===== config.mk =====
export PLATFORM = sky130hd
export DESIGN_NAME = fifo_burst_reader
export DESIGN_NICKNAME = d
export VERILOG_FILES = /design/src/rtl/dma_stream_pkg.sv /design/src/rtl/fifo_burst_reader.sv
export SDC_FILE = /design/constraint.sdc
export NUM_CORES = 1
export LEC_CHECK = 0
export CORE_MARGIN = 1
export CORE_UTILIZATION = 50
export DETAILED_ROUTE_END_ITERATION = 16
export PLACE_DENSITY = 0.8
export SYNTH_ARGS = -nofsm -noshare
export SYNTH_HDL_FRONTEND = slang
export SYNTH_SLANG_ARGS = --single-unit

===== constraint.sdc =====
create_clock -name clk -period 5.9 [get_ports clk]
set_input_delay 1.475 -clock clk [delete_from_list [all_inputs] [get_ports clk]]
set_output_delay 1.475 -clock clk [all_outputs]
set_load 0.03 [all_outputs]

===== src/rtl/dma_stream_pkg.sv =====
// Shared defaults for the DMA stream path (FIFO burst reader and packetiser).
package dma_stream_pkg;

   localparam int DMA_DATA_WIDTH = 64;
   localparam int DMA_BURST_LEN  = 16;

   typedef enum logic {
      P_EMPTY = 1'b0,
      P_PEND  = 1'b1
   } pend_e;

endpackage


===== src/rtl/fifo_burst_reader.sv =====
// Pops FWFT words from the async FIFO and re-emits them as sop/eop framed bursts;
// one word is held back so eop lands on the true last beat.
module fifo_burst_reader
   import dma_stream_pkg::*;
#(
   parameter int DATA_WIDTH   = DMA_DATA_WIDTH,
   parameter int BURST_LEN    = DMA_BURST_LEN,
   parameter int IDLE_TIMEOUT = 32,
   parameter int CNT_WIDTH    = 6
) (
   input  logic                  clk,
   input  logic                  rst,
   input  logic [DATA_WIDTH-1:0] fifo_dout,
   input  logic                  fifo_empty,
   output logic                  fifo_rd_en,
   input  logic                  flush,
   output logic [DATA_WIDTH-1:0] m_data,
   output logic                  m_valid,
   output logic                  m_sop,
   output logic                  m_eop,
   input  logic                  m_ready,
   output logic                  busy
);

   localparam logic [CNT_WIDTH-1:0] BEAT_LAST = CNT_WIDTH'(BURST_LEN - 1);
   localparam logic [CNT_WIDTH-1:0] IDLE_LAST = CNT_WIDTH'(IDLE_TIMEOUT - 1);

   pend_e                 pend_q, pend_d;
   logic [DATA_WIDTH-1:0] pend_data_q, pend_data_d;
   logic                  m_valid_q, m_valid_d;
   logic [DATA_WIDTH-1:0] m_data_q, m_data_d;
   logic                  m_sop_q, m_sop_d;
   logic                  m_eop_q, m_eop_d;
   logic [CNT_WIDTH-1:0]  beat_q, beat_d;
   logic [CNT_WIDTH-1:0]  idle_q, idle_d;

   logic pend_v;
   logic out_free;
   logic close;
   logic move;
   logic pop;

   assign pend_v   = (pend_q == P_PEND);
   assign out_free = ~m_valid_q | m_ready;
   assign close    = pend_v & ((beat_q == BEAT_LAST) | flush |
                               (fifo_empty & (idle_q == IDLE_LAST)));
   assign move     = pend_v & out_free & (close | ~fifo_empty);
   assign pop      = ~fifo_empty & (~pend_v | move);

   always_ff @(posedge clk or posedge rst) begin
      if (rst) begin
         pend_q      <= P_EMPTY;
         pend_data_q <= '0;
         m_valid_q   <= 1'b0;
         m_data_q    <= '0;
         m_sop_q     <= 1'b0;
         m_eop_q     <= 1'b0;
         beat_q      <= '0;
         idle_q      <= '0;
      end else begin
         pend_q      <= pend_d;
         pend_data_q <= pend_data_d;
         m_valid_q   <= m_valid_d;
         m_data_q    <= m_data_d;
         m_sop_q     <= m_sop_d;
         m_eop_q     <= m_eop_d;
         beat_q      <= beat_d;
         idle_q      <= idle_d;
      end
   end

   always_comb begin
      pend_d      = pend_q;
      pend_data_d = pend_data_q;
      m_valid_d   = m_valid_q;
      m_data_d    = m_data_q;
      m_sop_d     = m_sop_q;
      m_eop_d     = m_eop_q;
      beat_d      = beat_q;
      idle_d      = idle_q;
      if (move) begin
         m_valid_d = 1'b1;
         m_data_d  = pend_data_q;
         m_sop_d   = (beat_q == '0);
         m_eop_d   = close;
         beat_d    = close ? '0 : beat_q + 1'b1;
      end else if (m_ready) begin
         m_valid_d = 1'b0;
      end
      // idle time only accrues while the output could actually take the word
      if (pop) begin
         pend_d      = P_PEND;
         pend_data_d = fifo_dout;
         idle_d      = '0;
      end else if (move) begin
         pend_d = P_EMPTY;
      end else if (pend_v & fifo_empty & out_free & (idle_q != IDLE_LAST)) begin
         idle_d = idle_q + 1'b1;
      end
   end

   always_comb begin
      fifo_rd_en = ~rst & pop;
      m_valid    = m_valid_q;
      m_data     = m_data_q;
      m_sop      = m_sop_q;
      m_eop      = m_eop_q;
      busy       = pend_v | m_valid_q;
   end

endmodule


# After elaboration in Yosys (flattened, before gate mapping)
# Index checks and enable logic that the tools add are counted.
[op_classes] addsub=2 eq_ne=4 mux=8 bitwise=19 n_reduce_logical=5
[op_table] cell="$mux W6" count=4
[op_table] cell="$add A6 B1 Y6 const B" count=2
[op_table] cell="$and A1 B1 Y1" count=9
[op_table] cell="$eq A6 B4 Y1 const B" count=1
[op_table] cell="$eq A6 B5 Y1 const B" count=1
[op_table] cell="$logic_not A6 Y1" count=1
[op_table] cell="$ne A6 B5 Y1 const B" count=1
[op_table] cell="$or A1 B1 Y1" count=6
[op_table] cell="$reduce_bool A2 Y1" count=3
[op_table] cell="$mux W1" count=4
[op_table] cell="$not A1 Y1" count=4
[op_table] cell="$ne A2 B1 Y1 const B" count=1
[op_table] cell="$reduce_and A2 Y1" count=1
[word_totals] register_bits=144 input_bits=69 elab_cells=46

# Logic depth before layout (Yosys ltp)
[logic_depth] depth_word=10 ltp_mapped=7

# Worst setup path before layout
# Ideal clock, no wire load.
[synth_timing] path_type="in2out" startpoint="input port fifo_empty" endpoint="output port fifo_rd_en" t_arrival_ns=2.661 t_required_ns=4.425 setup_slack_ns=1.764 path_stages=5 n_path_buf=2 cell_sequence="inv_1 clkbuf_1 o21ai_1 clkbuf_1 nor2_1"
[synth_between] elab_chain_cells=8 word_cells_on_any_way=9 classes_between="bitwise (9)"
[synth_rtl] element="start: declaration" line="fifo_burst_reader.sv:14" source="input logic fifo_empty,"
[synth_rtl] element="$and A1 B1 Y1" line="fifo_burst_reader.sv:46" source="(fifo_empty & (idle_q == IDLE_LAST)));"
[synth_rtl] element="$or A1 B1 Y1" line="fifo_burst_reader.sv:45" source="assign close = pend_v & ((beat_q == BEAT_LAST) | flush |"
[synth_rtl] element="$and A1 B1 Y1" line="fifo_burst_reader.sv:45"
[synth_rtl] element="$or A1 B1 Y1" line="fifo_burst_reader.sv:47" source="assign move = pend_v & out_free & (close | ~fifo_empty);"
[synth_rtl] element="$and A1 B1 Y1" line="fifo_burst_reader.sv:47"
[synth_rtl] element="$or A1 B1 Y1" line="fifo_burst_reader.sv:48" source="assign pop = ~fifo_empty & (~pend_v | move);"
[synth_rtl] element="$and A1 B1 Y1 (*)" line="fifo_burst_reader.sv:48"
[synth_rtl] element="$and A1 B1 Y1 (*)" line="fifo_burst_reader.sv:103" source="fifo_rd_en = ~rst & pop;"
[synth_rtl] element="end: declaration" line="fifo_burst_reader.sv:15" source="output logic fifo_rd_en,"
# Mark *: on every way between the ends. The rest lies on a longest branch, timed or not.

# Worst setup path in the final report
# Ends and elaborated chain as after synthesis.

==> impl_metrics.tcl <==
set metrics [dict create \
    outcome "finished, final reports clean" \
    crit_fanout 11 \
    initial_core_util_pct 52.4 \
    met2_usage_pct 39.8 \
    cts_resized 0 \
    r2r_slack_ns 3.02 \
    die-area_um2 12000 \
    regArea_um2 3600 \
    max_freq_mhz 212 \
    grt_util_met3_pct 5.87 \
    r2r_start "beat_q[0]" \
    busiest_layer "met2" \
    hold-path-cell-count 2 \
    drt-wirelength-per-cell_um 16.4 \
    syn2layout_area_growth_pct 35.5 \
    postCtsSetupBuffers 0 \
    rows 38 \
    cp-start-kind "primary input" \
    grt_max_degree 113 \
    cts_buffers 17 \
    cts_root_buffer "clkbuf_16" \
    multi_input_comb_area_um2 2030 \
    synth-seq-cells 144 \
    final_hold_viol_count 0 \
    drtAntennaViolNets 0 \
    report.final.slew_viol_count 0 \
    h-tree-depth 4 \
    tightest_slew_ns 1.05 \
    final_layout_size_suffix_gt1_share_pct 16.9 \
    final-setup-viol-count 0 \
    ctsHoldBuffers 0 \
    hpwl_mm 8.44 \
    n_antenna_cell 0 \
    antenna_found_initial 0 \
    min_from "pend_data_q[6]" \
    peakVddDrop_uv 278 \
    nNetsFinal 714 \
    clk_path_buf_depth 2 \
    crit_required_ns 4.43 \
    synthTopCellsByCount "nand2_1 (198), dfrtp_1 (144), mux2_2 (55)" \
    ys_types 42 \
    p_total_uw 3340 \
    reg2reg_to "m_data[30]" \
    rsz0062_at_grt "no" \
    async_flop_share_pct 100 \
    fillCellCount 799 \
    die_h_um 110 \
    critical_path_class "in -> out" \
    synth_most_common_cell "nand2_1" \
    grt_use_total_pct 23.6 \
    syn_nets 576 \
    synth-edff-count 0 \
    via_count 4155 \
    first_pass_iters 4 \
    ioPinCount 138 \
    p_leak_uw 0.00371 \
    fin_skew_ns 0.00786 \
    grt_pass1_vias 4389 \
    clk_latency_ns 0.42 \
    core_area_um2 11000 \
    portBuffers 137 \
    synthFlopType "dfrtp_1" \
    ff2ff_path_depth 6 \
    met1_usage_pct 29.0 \
    hp-class "reg -> reg" \
    synth_warnings 0 \
    syn-instance-count 504 \
    syn_area_um2 5780 \
    cts_num_sinks 144 \
    syn_area_per_cell_um2 11.5 \
    die_w_um 110 \
    tritoncts "built" \
    grt_pass1_wl_mm 21.3 \
    gp_congestion 0.811 \
    fin_crit_ns 4.71 \
    hold_slack_ns 0.467 \
    initialDrtViolationCount 229 \
    synth_area_leaders "dfrtp_1 (62%), nand2_1 (13%), mux2_2 (11%)" \
    synth_area_leader_cell "dfrtp_1" \
    min_to "pend_data_q[6]" \
    fin_crit_sh_pct 79.8 \
    cp.arrival_ns 3.23 \
    drc 0 \
    grt_overflow_total 0 \
    fin_tns_setup_ns 0 \
    cap_viol_max_count 0 \
    critPathCaptureType "output port" \
    seq_area_frac_synth_pct 62.3 \
    clk_pin_slew_worst_paths_ns 0.06 \
    drt-total-wl_mm 13.0 \
    viasPerCell 5.23 \
    p_per_area_nw_per_um2 426 \
    maxSlewHeadroom_pct 29.8 \
    synth_top_area_share_pct 62.3 \
]
-- where the power goes --
group | switching (uW) | internal, uW | leakage (uW)
clock network | 394 | 651 | 0.000293
registers | 125 | 1200 | 0.00178
logic | 527 | 439 | 0.00164
-- cell type report --
type,count,share of cell area (%)
tap,140,2.24
multi-input combinational,329,25.9
inverter,8,0.447
clock buffer,21,6.01
sequential,144,46.0
clock inverter,11,1.42
timing repair buffer,142,18.0
-- kinds of logic after synthesis --
family,share of synthesized area [%]
DFF,62.3
muxes,13.8
buffers and inverters,2.99
AOI/OAI and AO/OA,4.67
adders and majority gates,0.649
and+or+nand+nor,15.6
-- registers in the layout, summed over array words and instances (netlist names) --
name         cells
m_data          64
pend_data_q     64
beat_q           6
idle_q           6
m_eop            1
m_sop            1
m_valid          1
pend_q           1
-- cell usage in the layout, fill, tap and decap left out, types with 2 or more instances in the layout --
master,synthesis,final
o41ai_1,2,2
nand2b_1,4,4
a32o_1,2,2
clkinv_2,0,7
nand3_1,9,9
nand2_1,198,198
and3_1,3,3
mux2_2,55,55
a21o_1,3,3
clkbuf_8,0,3
a21oi_4,2,3
dfrtp_1,144,144
clkbuf_16,0,17
nor2_1,3,3
bufinv_16,0,2
buf_4,0,5
mux2i_1,3,3
inv_1,8,7
ha_1,3,3
o31ai_1,2,2
inv_6,0,2
clkdlybuf4s50_1,0,137
a21oi_1,3,2
mux2_4,9,9
o21ai_0,8,8
-- critical path, stage by stage --
cell and delay, ns:
clkdlybuf4s50_1 0.50, inv_1 0.35, o21ai_4 0.11, nor2_1 0.12
clkdlybuf4s50_1 0.67
-- through the flow --
step | cells | cell area (um2) | worst slack [ns] | utilization (%)
3_5_place_dp | 763 | 7250 | 1.21 | 65.7
5_1_grt | 795 | 7830 | 1.11 | 71.0
4_1_cts | 795 | 7830 | 1.19 | 71.0
2_1_floorplan | 504 | 5780 | 0.559 | -
6_report | 795 | 7830 | 1.19 | 71.0
3_3_place_gp | 763 | 7250 | 1.25 | 65.7
-- worst max path at each step --
stage	end	slack [ns]	from
2_1_floorplan	beat_q[0]	0.56	rst
3_3_place_gp	fifo_rd_en	1.25	fifo_empty
3_5_place_dp	fifo_rd_en	1.21	fifo_empty
4_1_cts	fifo_rd_en	1.19	fifo_empty
5_1_grt	fifo_rd_en	1.11	fifo_empty
6_report	fifo_rd_en	1.19	fifo_empty
-- per-layer routing --
metal / routed length (um) / part of all wire (%)
met1: 5420 / 42
met2: 6710 / 51
met3: 654 / 5.0
met4: 265 / 2.0
met5: 0 / 0
Note: power is estimated with default switching activity, not from simulation.
